==> config.mk <==
export PLATFORM = sky130hd
export DESIGN_NAME = serial_subtractor
export DESIGN_NICKNAME = d
export VERILOG_FILES = /design/src/rtl/arith_pkg.sv /design/src/rtl/full_subtractor.sv /design/src/rtl/serial_subtractor.sv
export SDC_FILE = /design/constraint.sdc
export NUM_CORES = 1
export LEC_CHECK = 0
export ABC_AREA = 1
export ABC_CLOCK_PERIOD_IN_PS = 1230
export BUFFER_PORTS_ARGS = -buffer_cell sky130_fd_sc_hd__buf_2
export CAP_MARGIN = 20
export CORE_MARGIN = 3
export CORE_UTILIZATION = 50
export CTS_BUF_LIST = sky130_fd_sc_hd__clkbuf_4
export CTS_CLUSTER_DIAMETER = 120
export DETAILED_ROUTE_END_ITERATION = 12
export PLACE_DENSITY = 0.75
export SLEW_MARGIN = 40
export SYNTH_ARGS = -nofsm -noshare
export SYNTH_HDL_FRONTEND = slang
export SYNTH_SLANG_ARGS = --single-unit
==> constraint.sdc <==
create_clock -name clk -period 1.23 [get_ports clk]
set_input_delay 0.1845 -clock clk [delete_from_list [all_inputs] [get_ports clk]]
set_output_delay 0.1845 -clock clk [all_outputs]
set_load 0.005 [all_outputs]
==> src/rtl/arith_pkg.sv <==
// Shared definitions for the serial arithmetic units.
// Common FSM state type for serial add/sub/compare.
package arith_pkg;

   typedef enum logic [1:0] {
      IDLE  = 2'd0,
      SHIFT = 2'd1,
      DONE  = 2'd2
   } state_t;

endpackage

==> src/rtl/full_subtractor.sv <==
// Combinational 1-bit full subtractor cell.
// Computes a - b - bin with difference and borrow out.
module full_subtractor (
   input  logic a,
   input  logic b,
   input  logic bin,
   output logic d,
   output logic bout
);

   assign d    = a ^ b ^ bin;
   assign bout = (~a & b) | (~(a ^ b) & bin);

endmodule

==> src/rtl/serial_subtractor.sv <==
// Bit-serial subtractor: a - b - bin over WIDTH cycles, LSB first.
// One full-subtractor cell reused with a registered borrow.
module serial_subtractor
   import arith_pkg::*;
#(
   parameter int WIDTH = 8
) (
   input  logic             clk,
   input  logic             rst_n,
   input  logic             start,
   input  logic [WIDTH-1:0] a,
   input  logic [WIDTH-1:0] b,
   input  logic             bin,
   output logic             busy,
   output logic             done,
   output logic [WIDTH-1:0] diff,
   output logic             bout,
   output logic             ovf
);

   localparam int CW = $clog2(WIDTH);
   localparam logic [CW-1:0] LAST = CW'(WIDTH - 1);

   state_t           state;
   logic [CW-1:0]    cnt;
   logic [WIDTH-1:0] ra;
   logic [WIDTH-1:0] rb;
   logic [WIDTH-2:0] rd;
   logic [WIDTH-1:0] sh;
   logic             br;
   logic             fs_d;
   logic             fs_b;

   full_subtractor u_fs (
      .a    (ra[0]),
      .b    (rb[0]),
      .bin  (br),
      .d    (fs_d),
      .bout (fs_b)
   );

   // Result register plus the bit produced this cycle.
   assign sh = {fs_d, rd};

   always_ff @(posedge clk or negedge rst_n) begin
      if (!rst_n) begin
         state <= IDLE;
         cnt   <= '0;
         ra    <= '0;
         rb    <= '0;
         rd    <= '0;
         br    <= 1'b0;
         diff  <= '0;
         bout  <= 1'b0;
         ovf   <= 1'b0;
      end else begin
         unique case (state)
            IDLE: begin
               if (start) begin
                  ra    <= a;
                  rb    <= b;
                  br    <= bin;
                  rd    <= '0;
                  cnt   <= '0;
                  state <= SHIFT;
               end
            end
            SHIFT: begin
               rd  <= sh[WIDTH-1:1];
               ra  <= ra >> 1;
               rb  <= rb >> 1;
               br  <= fs_b;
               cnt <= cnt + CW'(1);
               if (cnt == LAST) begin
                  // br here is the borrow into the MSB stage
                  diff  <= sh;
                  bout  <= fs_b;
                  ovf   <= br ^ fs_b;
                  state <= DONE;
               end
            end
            DONE: state <= IDLE;
            default: state <= IDLE;
         endcase
      end
   end

   assign busy = (state == SHIFT);
   assign done = (state == DONE);

endmodule
# --- After elaboration in Yosys (flattened, before gate mapping) ---
# Index checks and enable logic that the tools add are counted.
word_totals:
  ff_bits: 39
  inputBits: 20
  wordCells: 41
op_classes:
  add_sub_neg: 1
  n_eq_ne: 5
  muxes: 13
  bitwise_logic: 8
  reduce_logical: 5
op_table:
  columns: ["operator", "count"]
  rows:
  - ["$pmux 8 s2", 2]
  - ["$mux 8", 2]
  - ["$pmux 7 s2", 1]
  - ["$mux 7", 1]
  - ["$pmux 3 s2", 1]
  - ["$reduce_and 2->1", 3]
  - ["$mux 2", 2]
  - ["$pmux 2 s2", 1]
  - ["$add 3x1->3 const B", 1]
  - ["$eq 3x3->1 const B", 1]
  - ["$mux 3", 1]
  - ["$xor 1x1->1", 3]
  - ["$and 1x1->1", 2]
  - ["$eq 2x1->1 const B", 1]
  - ["$eq 2x2->1 const B", 1]
  - ["$logic_not 2->1", 1]
  - ["$ne 2x1->1 const B", 1]
  - ["$ne 2x2->1 const B", 1]
  - ["$not 1->1", 2]
  - ["$pmux 1 s2", 1]
  - ["$reduce_bool 2->1", 1]
  - ["$mux 1", 1]
  - ["$or 1x1->1", 1]

# --- Logic depth before layout (Yosys ltp) ---
# Gate-level depths: netlist of run 1.
depth:
  depth_word: 5
  ltp_mapped: 7
  ltp_nobuf: 6

# --- By module ---
# Synthesis of run 1 repeated with hierarchy kept, for this count alone.
unflattened:
  cells_unflattened: 228
  area_unflattened_um2: 1853.0
by_module_without_submodules:
  columns: ["module", "n_inst", "cells_per_inst", "area_each_um2", "seq_area_each_um2"]
  rows:
  - ["serial_subtractor", 1, 224, 1821.7, 975.9]
  - ["full_subtractor", 1, 4, 31.3, 0.0]

# --- Worst setup path before layout of run 1 ---
# OpenSTA, ideal clock, no wires.
synth_path:
  kind: "flip-flop to flip-flop"
  from: "reg cnt[0]"
  to: "reg bout"
  setup_ps: 120
  arrival_ps: 1103
  required_ps: 1110
  slack_ps: 7
  path_stages_with_launch: 6
  path_buffers: 1
  synth_period_minus_slack_ps: 1223
  path_cell_list: "dfrtp_1 > ha_1 > ha_1 > nand2_4 > buf_6 > o21ai_2"
synth_between:
  elab_chain_len: 2
synth_lines:
  columns: ["item", "line", "source"]
  rows:
  - ["from (decl)", "serial_subtractor.sv:25", "logic [CW-1:0] cnt;"]
  - ["from (signal assigned)", "serial_subtractor.sv:73", "cnt <= cnt + CW'(1);"]
  - ["$eq 3x3->1", "serial_subtractor.sv:74", "if (cnt == LAST) begin"]
  - ["$reduce_and 2->1 (no line)", null, null]
  - ["to (signal assigned)", "serial_subtractor.sv:77", "bout <= fs_b;"]
  - ["to (decl)", "serial_subtractor.sv:17", "output logic bout,"]
# No other way between the ends.
# A chain may end at the register's enable or synchronous reset.

# --- Worst setup path after layout of run 1 ---
layout_path:
  from: "reg state[0]"
  to: "out done"
layout_between:
  elab_chain_len: 1
layout_lines:
  columns: ["item", "line", "source"]
  rows:
  - ["from (decl)", "serial_subtractor.sv:24", "state_t state;"]
  - ["from (signal assigned)", "serial_subtractor.sv:47", "state <= IDLE;"]
  - ["from (signal assigned)", "serial_subtractor.sv:65", "state <= SHIFT;"]
  - ["from (signal assigned)", "serial_subtractor.sv:79", "state <= DONE;"]
  - ["$eq 2x2->1", "serial_subtractor.sv:89", "assign done = (state == DONE);"]
  - ["to (decl)", "serial_subtractor.sv:15", "output logic done,"]
# No other way between the ends.

==> impl_metrics.toml, run 1 <==
[timing]
fin_skew_ns = 0.00936
final.period_utilization_pct = 106
hold_ws_ns = 0.0578
relSlewSlack_pct = 86.0
rsz0062_at_grt = "yes"
setup_viol = 6
slew_viol_final = 0
max_freq_mhz = 770
fin_crit_ns = 1.30
hold_violations = 0
tightest_slew_ns = 0.211
fin_ws_ns = -0.0691

[critical_path]
cp_num_buf_inv = 2
criticalPathCategory = "reg -> out"
worstPathRequired_ns = 1.05
cp-start-kind = "flip-flop"
crit_chain = "buf_8 -> nor2_1 -> buf_2"
arrival_ns = 1.11
cp-end-kind = "output port"
crit_fanout = 3
worst_path_max_delay_cell = "dfrtp_2"
crit_family = "flip-flops"
max_stage_delay_ns = 0.46

[floorplanning]
dieArea_mm2 = 0.00466
fp.coreArea_mm2 = 0.00369
io_pins = 32
dieHeight_um = 68.3
die_x_um = 68.3
initial_utilization_pct = 52.6
placementRows = 22

[layout]
antennaDiodeCount = 0
mostFrequentLayoutCells = "56 x nand2_1, 46 x nand3_1, 37 x inv_1, 37 x dfrtp_1, 31 x buf_2"
nNetsFinal = 299
layout_commonest_cell = "nand2_1"
syn2layout_area_growth_pct = 23.1
postLayoutCellArea_mm2 = 0.00239
drive_above_1_share_pct = 31.5

[synthesis]
ys_seq_area_share_pct = 50.3
netlist_area_mm2 = 0.00194
ys_warn_count = 0
synth.distinct_cells = 21
ys_seq_elements = 39
syn_nets = 249
postSynthAreaPerCell_um2 = 8.58
synth_cells = 226

[pwr]
leakage_nw = 1.30
p_per_area_mw_per_mm2 = 2640
vdd_ir_drop_max_mv = 1.43
total_power_w = 0.00631

[detailed_routing]
vias = 1567
drt_iter0_markers = 89
drt-total-wl_um = 4020
avgRoutedWirePerCell_um = 12.4
route.detailed.drc = 0
via_per_inst = 4.84
postRouteAntennaNets = 0
firstDrtPassIters = 4

[placement]
place_hpwl_um = 2510
numPortBuffers = 31
globalplace.congestion = 0.711
dpl_cell_area_mm2 = 0.00217
place_ws_ns = -0.0106

[status]
violations = "setup timing"
status = "complete, but fails checks"

[clock_tree]
cts_root_buf = "clkbuf_4"
clk_latency_ns = 0.34
numCtsBuffers = 5
clkTransAtPathRegs_ns = 0.11
clkSinkCount = 39
cts_tree = "done"
h-tree-depth = 2
clk_path_buf_depth = 2

[global_route]
grt_max_degree = 40
grt_pass1_vias = 1546
grt_first_pass_wirelength_um = 6850
grt_usage_pct = 19.6
grt_remaining_overflow = 0
antenna_found_initial = 0

[min_path]
hp-class = "in -> reg"

[job]
maxCapViolCount = 0
[Yosys cell counts]
library cell | number | area [um^2]
nand3_1 | 46 | 230
fa_1 | 1 | 20.0
buf_4 | 4 | 30.0
o21a_1 | 1 | 7.51
buf_2 | 2 | 10.0
clkbuf_1 | 1 | 3.75
ha_1 | 2 | 25.0
dfrtp_1 | 39 | 976
inv_4 | 1 | 6.26
o21ai_2 | 12 | 105
nand2_4 | 4 | 45.0
xnor2_1 | 1 | 8.76
nor2_4 | 1 | 11.3
nand4_1 | 1 | 6.26
nor2_1 | 4 | 15.0
o21ai_0 | 5 | 25.0
nand2_1 | 56 | 210
inv_1 | 39 | 146
a21oi_2 | 1 | 8.76
buf_6 | 4 | 45.0
inv_2 | 1 | 3.75
[state kept, by name, indices dropped and copies added, names as in the netlist]
register,flops
bout,1
br,1
cnt,3
diff,8
ovf,1
ra,8
rb,8
rd,7
state,2
[worst reg2reg max path, cell delays in order, from the launching register on]
cell	delay, ns
dfrtp_2	0.46
inv_4	0.07
buf_4	0.15
nand2_4	0.12
buf_6	0.18
nor2_2	0.10
nand2_1	0.07
o21ai_2	0.05
[cell families (layout without fill, tap and decap cells)]
logic type / count (synthesis) / in the layout / share of synthesized area, %
adders and majority gates: 3 / 3 / 2.32
xor gates and xnor gates: 1 / 1 / 0.452
buffers and inverters: 52 / 100 / 12.6
AOI/OAI and AO/OA: 19 / 19 / 7.55
and+or+nand+nor: 112 / 114 / 26.7
DFF: 39 / 39 / 50.3
[final timing paths]
path	from	to	slack, ns	cells past startpoint
worst max-delay path	state[0]$_DFFE_PN0P_	done	-0.07	3
worst min register to register	diff[5]$_DFFE_PN0P_	diff[5]$_DFFE_PN0P_	0.49	2
worst max register to register	state[1]$_DFFE_PN0P_	ra[7]$_DFFE_PN0P_	-0.03	7
min in group asynchronous	rst_n	state[1]$_DFFE_PN0P_	0.33	3
max in group asynchronous	rst_n	ra[6]$_DFFE_PN0P_	0.71	3
worst min-delay path	b[7]	rb[7]$_DFFE_PN0P_	0.06	3
[final cells by class]
| class | count | area (um^2) |
|---|---|---|
| clock inverters | 2 | 8.76 |
| flip-flops and latches | 39 | 978 |
| inverters | 41 | 156 |
| multi-input cells | 137 | 787 |
| clock buffers | 5 | 37.5 |
| fillers | 333 | 1300 |
| repair buffers | 52 | 359 |
| well taps | 48 | 60.1 |
[per-stage QoR]
step / std cells / TNS (ns) / utilization (%)
floorplan: 226 / 0 / -
global placement: 306 / 0 / 58.8
detailed placement: 306 / -0.0106 / 58.8
CTS: 321 / -0.0939 / 63.0
global route: 324 / -1.11 / 64.7
finish: 324 / -0.150 / 64.7
[what timing repair did]
item                                    CTS  global route
setup buffers                             6             2
gates resized for setup                  13             9
pin swaps                                 2             2
endpoints found under the setup margin   12            27
endpoints found under the hold margin    39             0
cloned                                    1             1
hold buffers                              1             0
[metal layers]
| layer | track usage [%] | vias up | share of wire (%) |
|---|---|---|---|
| met5 | 0 | - | 0 |
| met4 | 5.96 | 0 | 0.52 |
| met3 | 3.94 | 3 | 4.7 |
| met2 | 34.3 | 38 | 50 |
| met1 | 24.1 | 726 | 45 |
| li1 | - | 800 | - |
[report_power, final]
| group | switching [W] | total [W] | internal, W | leakage, nW |
|---|---|---|---|---|
| clock | 0.000407 | 0.000610 | 0.000203 | 0.0285 |
| sequential | 0.000335 | 0.00222 | 0.00188 | 0.486 |
| combinational | 0.00192 | 0.00348 | 0.00156 | 0.786 |
(Power assumes the default switching activity.)
==> run 2, diff against run 1 <==
--- a/config.mk
+++ b/config.mk
@@ -9,12 +9,14 @@
 export ABC_CLOCK_PERIOD_IN_PS = 1230
 export BUFFER_PORTS_ARGS = -buffer_cell sky130_fd_sc_hd__buf_2
 export CAP_MARGIN = 20
-export CORE_MARGIN = 3
+export CORE_MARGIN = 4
 export CORE_UTILIZATION = 50
 export CTS_BUF_LIST = sky130_fd_sc_hd__clkbuf_4
 export CTS_CLUSTER_DIAMETER = 120
 export DETAILED_ROUTE_END_ITERATION = 12
+export GPL_TIMING_DRIVEN = 0
 export PLACE_DENSITY = 0.75
+export SKIP_LAST_GASP = 1
 export SLEW_MARGIN = 40
 export SYNTH_ARGS = -nofsm -noshare
 export SYNTH_HDL_FRONTEND = slang
==> run 2 against run 1 <==
Effect of this change:
- the run still ends with setup timing left
- critical path depth is 5 higher
- worst hold slack worse by 0.015 ns
- combinational power is 42% higher
- non-clock buffer count up 19
- clock-buffer cell count increased by 1
- wire length increased by 20%
- power grew 31%
- largest cell class unchanged
- largest power group unchanged
==> impl_metrics.toml, run 2 (synthesis results as in run 1) <==
[global_route]
grt_max_degree = 40
grt_usage_pct = 18.5
grt_first_pass_wirelength_um = 7360
grt_remaining_overflow = 0
antenna_found_initial = 0
grt_pass1_vias = 1634

[floorplanning]
die_x_um = 70.3
io_pins = 32
initial_utilization_pct = 52.2
fp.coreArea_mm2 = 0.00372
placementRows = 22
dieHeight_um = 70.3
dieArea_mm2 = 0.00494

[clock_tree]
h-tree-depth = 2
clk_latency_ns = 0.34
clk_path_buf_depth = 2
cts_tree = "done"
cts_root_buf = "clkbuf_4"
clkSinkCount = 39
numCtsBuffers = 5
clkTransAtPathRegs_ns = 0.12

[layout]
mostFrequentLayoutCells = "48 x nand2_1, 39 x inv_1, 38 x nand3_1, 38 x dfrtp_1, 29 x buf_2"
n_fill_cell = 259
syn2layout_area_growth_pct = 46.2
antennaDiodeCount = 0
multiInputGateArea_um2 = 858
nNetsFinal = 316
seq_area_um2 = 977
drive_above_1_share_pct = 41.5
reg.largest.list = "diff x8, ra x8, rb x8"
layout_commonest_cell = "nand2_1"
fin_cells = 342

[detailed_routing]
avgRoutedWirePerCell_um = 14.1
drt_iter0_markers = 66
drt-total-wl_um = 4820
firstDrtPassIters = 4
via_per_inst = 4.96
postRouteAntennaNets = 0
route.detailed.drc = 0
vias = 1695

[pwr]
p_per_area_mw_per_mm2 = 2910
leakage_nw = 1.50
vdd_ir_drop_max_mv = 1.70
total_power_w = 0.00826

[timing]
setup_viol = 21
hold_violations = 0
rsz0062_at_grt = "yes"
tightest_slew_ns = 0.487
fin_ws_ns = -0.142
relSlewSlack_pct = 67.5
fin_crit_ns = 1.37
fin_skew_ns = 0.00806
max_freq_mhz = 729
final.period_utilization_pct = 112
slew_viol_final = 0

[placement]
place_hpwl_um = 2590
dp.cells = 305
globalplace.congestion = 0.775
numPortBuffers = 31

[job]
maxCapViolCount = 0

[critical_path]
cp-end-kind = "flip-flop"
crit_fanout = 7
criticalPathCategory = "reg -> reg"
cp-start-kind = "flip-flop"
arrival_ns = 1.61
worstPathRequired_ns = 1.47

[status]
status = "complete, but fails checks"
violations = "setup timing"

[min_path]
hp-class = "in -> reg"
[run 2: changes by cell type in the layout (fill, tap and decap cells not counted), sizes merged]
| cell | delta |
|---|---|
| buf | +15 |
| bufbuf | +1 |
| bufinv | +2 |
| clkbuf | +4 |
| clkinv | -2 |
| nand2 | -2 |
[run 2: path summary, 6_finish.rpt]
kind                                         to                  from  depth (start not counted)  slack [ns]
max                           rb[6]$_DFFE_PN0P_  state[1]$_DFFE_PN0P_                          8       -0.14
min                           rb[7]$_DFFE_PN0P_                  b[7]                          3        0.04
max reg2reg                   rb[6]$_DFFE_PN0P_  state[1]$_DFFE_PN0P_                          8       -0.14
min reg2reg                 diff[5]$_DFFE_PN0P_   diff[5]$_DFFE_PN0P_                          2        0.49
max in group asynchronous  state[1]$_DFFE_PN0P_                 rst_n                          2        0.53
min in group asynchronous     rb[0]$_DFFE_PN0P_                 rst_n                          2        0.34
[run 2: cell type report]
cell class	instances	area share, %
sequential	39	34.5
timing repair buffer	60	18.4
tap	48	2.12
clock inverter	2	2.12
inverter	41	5.60
buffer	11	5.38
clock buffer	6	1.59
multi-input combinational	135	30.3
[run 2: what timing repair did]
action / in CTS / in global routing
hold endpoints to repair: 39 / 0
resized for setup: 33 / 33
cloned: 2 / 3
endpoints found under the setup margin: 20 / 34
hold buffers: 1 / 0
buffers inserted: 14 / 11
pin swaps: 8 / 12
[run 2: metal layers]
metal,global-route usage (%),part of all wire (%),vias up
met2,32.2,54,44
met4,4.04,0,0
met1,22.9,41,813
met3,5.04,4.5,0
met5,0,0,-
li1,-,-,838
[run 2: report_power, final]
| part | internal (W) | total (W) | switching (W) |
|---|---|---|---|
| clock network | 0.000657 | 0.00108 | 0.000425 |
| registers | 0.00188 | 0.00225 | 0.000369 |
| logic | 0.00258 | 0.00493 | 0.00235 |
| total | 0.00511 | 0.00826 | 0.00314 |
[run 2: through the flow]
stage / cell area, um^2 / TNS [ns] / worst slack [ns] / hold WS, ns / utilization (%)
2_1_floorplan: 1940 / 0 / 0.00714 / -0.111 / -
3_3_place_gp: 2150 / -0.716 / -0.0839 / 0.350 / 58.0
3_5_place_dp: 2160 / -0.872 / -0.102 / 0.187 / 58.0
4_1_cts: 2570 / -0.778 / -0.145 / 0.0312 / 69.2
5_1_grt: 2840 / -3.25 / -0.191 / 0.0386 / 76.3
6_report: 2840 / -2.16 / -0.142 / 0.0429 / 76.3
[run 2: critical path: stages (launching register included)]
cell	delay [ns]
dfrtp_2	0.46
inv_4	0.08
buf_12	0.13
nand2_8	0.09
buf_12	0.14
buf_6	0.11
buf_6	0.12
nand3_1	0.08
nand2_1	0.06
==> run 3, diff against run 2 <==
--- a/config.mk
+++ b/config.mk
@@ -9,6 +9,7 @@
 export ABC_CLOCK_PERIOD_IN_PS = 1230
 export BUFFER_PORTS_ARGS = -buffer_cell sky130_fd_sc_hd__buf_2
 export CAP_MARGIN = 20
+export CORE_ASPECT_RATIO = 1.1
 export CORE_MARGIN = 4
 export CORE_UTILIZATION = 50
 export CTS_BUF_LIST = sky130_fd_sc_hd__clkbuf_4
@@ -16,6 +17,7 @@
 export DETAILED_ROUTE_END_ITERATION = 12
 export GPL_TIMING_DRIVEN = 0
 export PLACE_DENSITY = 0.75
+export SKIP_CTS_REPAIR_TIMING = 1
 export SKIP_LAST_GASP = 1
 export SLEW_MARGIN = 40
 export SYNTH_ARGS = -nofsm -noshare
==> run 3 against run 2 <==
Effect of this change:
- the flow still finishes with violations (setup timing)
- utilization down 5.9 points
- die area about the same
- wire length down 10%
- clock skew up 0.0021 ns
- non-clock buffer count down 4
- via count down 2.5%
- worst hold slack worse by 0.0099 ns
- sequential power down 4%
- final area down 8.6%
- setup slack worse by 0.050 ns
==> impl_metrics.toml, run 3 (synthesis results as in run 1) <==
[status]
status = "complete, but fails checks"
violations = "setup timing"

[critical_path]
cp-start-kind = "flip-flop"
crit_fanout = 6
arrival_ns = 1.24
worst_path_max_delay_cell = "dfrtp_1"
cp_common_cell = "buf_6"
cp-end-kind = "output port"
worstPathRequired_ns = 1.05
criticalPathCategory = "reg -> out"
r2r_start = "state[0]$_DFFE_PN0P_"
crit_chain = "buf_6 -> inv_4 -> nor2_4 -> buf_6 -> buf_6"
startpoint = "state[0]$_DFFE_PN0P_"
max_stage_delay_ns = 0.36
reg2reg_slack_ns = -0.04

[detailed_routing]
via_per_inst = 4.86
avgRoutedWirePerCell_um = 12.8
postRouteAntennaNets = 0
drt_iter0_markers = 96
firstDrtPassIters = 4
route.detailed.drc = 0
vias = 1653
drt-total-wl_um = 4340

[placement]
dp.cells = 307
place_ws_ns = -0.0946
numPortBuffers = 31
globalplace.congestion = 0.806
place_hpwl_um = 2510

[timing]
hold_ws_ns = 0.0329
final.period_utilization_pct = 116
relSlewSlack_pct = 66.6
slew_viol_final = 0
hold_violations = 0
setup_viol = 18
max_freq_mhz = 703
fin_skew_ns = 0.0102
fin_tns_setup_ns = -0.607
fin_ws_ns = -0.192
rsz0062_at_grt = "yes"
fin_crit_ns = 1.42
tightest_slew_ns = 0.501

[global_route]
grt_pass1_vias = 1402
grt_remaining_overflow = 0
grt_usage_pct = 16.8
antenna_found_initial = 0
grt_max_degree = 40
grt_first_pass_wirelength_um = 6270

[floorplanning]
fp.coreArea_mm2 = 0.00368
dieArea_mm2 = 0.00494
placementRows = 23
initial_utilization_pct = 52.6
io_pins = 32
dieHeight_um = 73.3
die_x_um = 67.4

[min_path]
min_from = "b[7]"
hp-class = "in -> reg"

[clock_tree]
clk_latency_ns = 0.35
numCtsBuffers = 5
clkTransAtPathRegs_ns = 0.12
clkSinkCount = 39
clk_path_buf_depth = 2
h-tree-depth = 2
cts_tree = "done"
cts_root_buf = "clkbuf_4"

[pwr]
comb_power_share_pct = 57.5
clkPwrFrac_pct = 12.0
power.switching_w = 0.00279
vdd_ir_drop_max_mv = 1.72
swShare_pct = 39.2
p_per_area_mw_per_mm2 = 2750
p_int_w = 0.00434
pwr-share-seq_pct = 30.4
leakage_nw = 1.42

[layout]
layout_commonest_cell = "nand2_1"
nNetsFinal = 312
multiInputGateArea_um2 = 753
final_util_pct = 70.4
n_fill_cell = 307
seq_area_um2 = 976
fin_cells = 340
mostFrequentLayoutCells = "56 x nand2_1, 46 x nand3_1, 39 x inv_1, 39 x dfrtp_1, 29 x buf_2"
drive_above_1_share_pct = 33.8
reg.largest.list = "diff x8, ra x8, rb x8"
syn2layout_area_growth_pct = 33.7
antennaDiodeCount = 0

[job]
maxCapViolCount = 0
-- run 3: cell count changes in the layout (fill, tap and decap cells not counted), moves of 2 or more --
cell,before,now
buf_6,14,6
nand2_1,48,56
nand3_1,38,46
nand3_2,8,0
buf_4,15,21
nand2_2,6,0
nand2_8,4,2
o21ai_0,3,5
o21ai_2,14,12
-- run 3: power groups by stage --
stage	registers (W)	clock network [W]	logic (W)
global route	0.00224	0.000926	0.00459
detailed placement	0.00220	0	0.00293
CTS	0.00218	0.000854	0.00295
finish	0.00217	0.000858	0.00410
global placement	0.00218	0	0.00287
floorplan	0.00217	0	0.00226
-- run 3: final cells by class --
cell class | instances | area share, %
clock buffers | 5 | 1.45
repair buffers | 56 | 16.3
well taps | 50 | 2.41
flip-flops and latches | 39 | 37.6
inverters | 41 | 6.13
multi-input cells | 135 | 29.1
plain buffers | 11 | 5.50
clock inverters | 3 | 1.50
-- run 3: per-stage QoR --
stage | total power, W | cell area (um^2)
6_report | 0.00713 | 2590
5_1_grt | 0.00775 | 2590
4_1_cts | 0.00598 | 2240
3_5_place_dp | 0.00513 | 2160
3_3_place_gp | 0.00505 | 2160
2_1_floorplan | 0.00442 | 1940
-- run 3: critical path: cells and delay by family, from the launching register on --
kind	cells	cell delay, ns
buf+inv	4	0.39
flops	1	0.36
simple gates	1	0.13
-- run 3: path summary, 6_finish.rpt --
kind | endpoint | cells after the start
max | busy | 5
min | rb[7]$_DFFE_PN0P_ | 3
max reg2reg | ra[1]$_DFFE_PN0P_ | 7
min reg2reg | diff[7]$_DFFE_PN0P_ | 2
max in group asynchronous | cnt[1]$_DFFE_PN0P_ | 2
min in group asynchronous | diff[6]$_DFFE_PN0P_ | 2
-- run 3: routing by layer --
| layer | GRT usage, % | routed length, um |
|---|---|---|
| met3 | 5.05 | 283 |
| met1 | 22.0 | 1870 |
| met2 | 26.4 | 2100 |
| met5 | 0 | 0 |
| met4 | 6.08 | 75 |
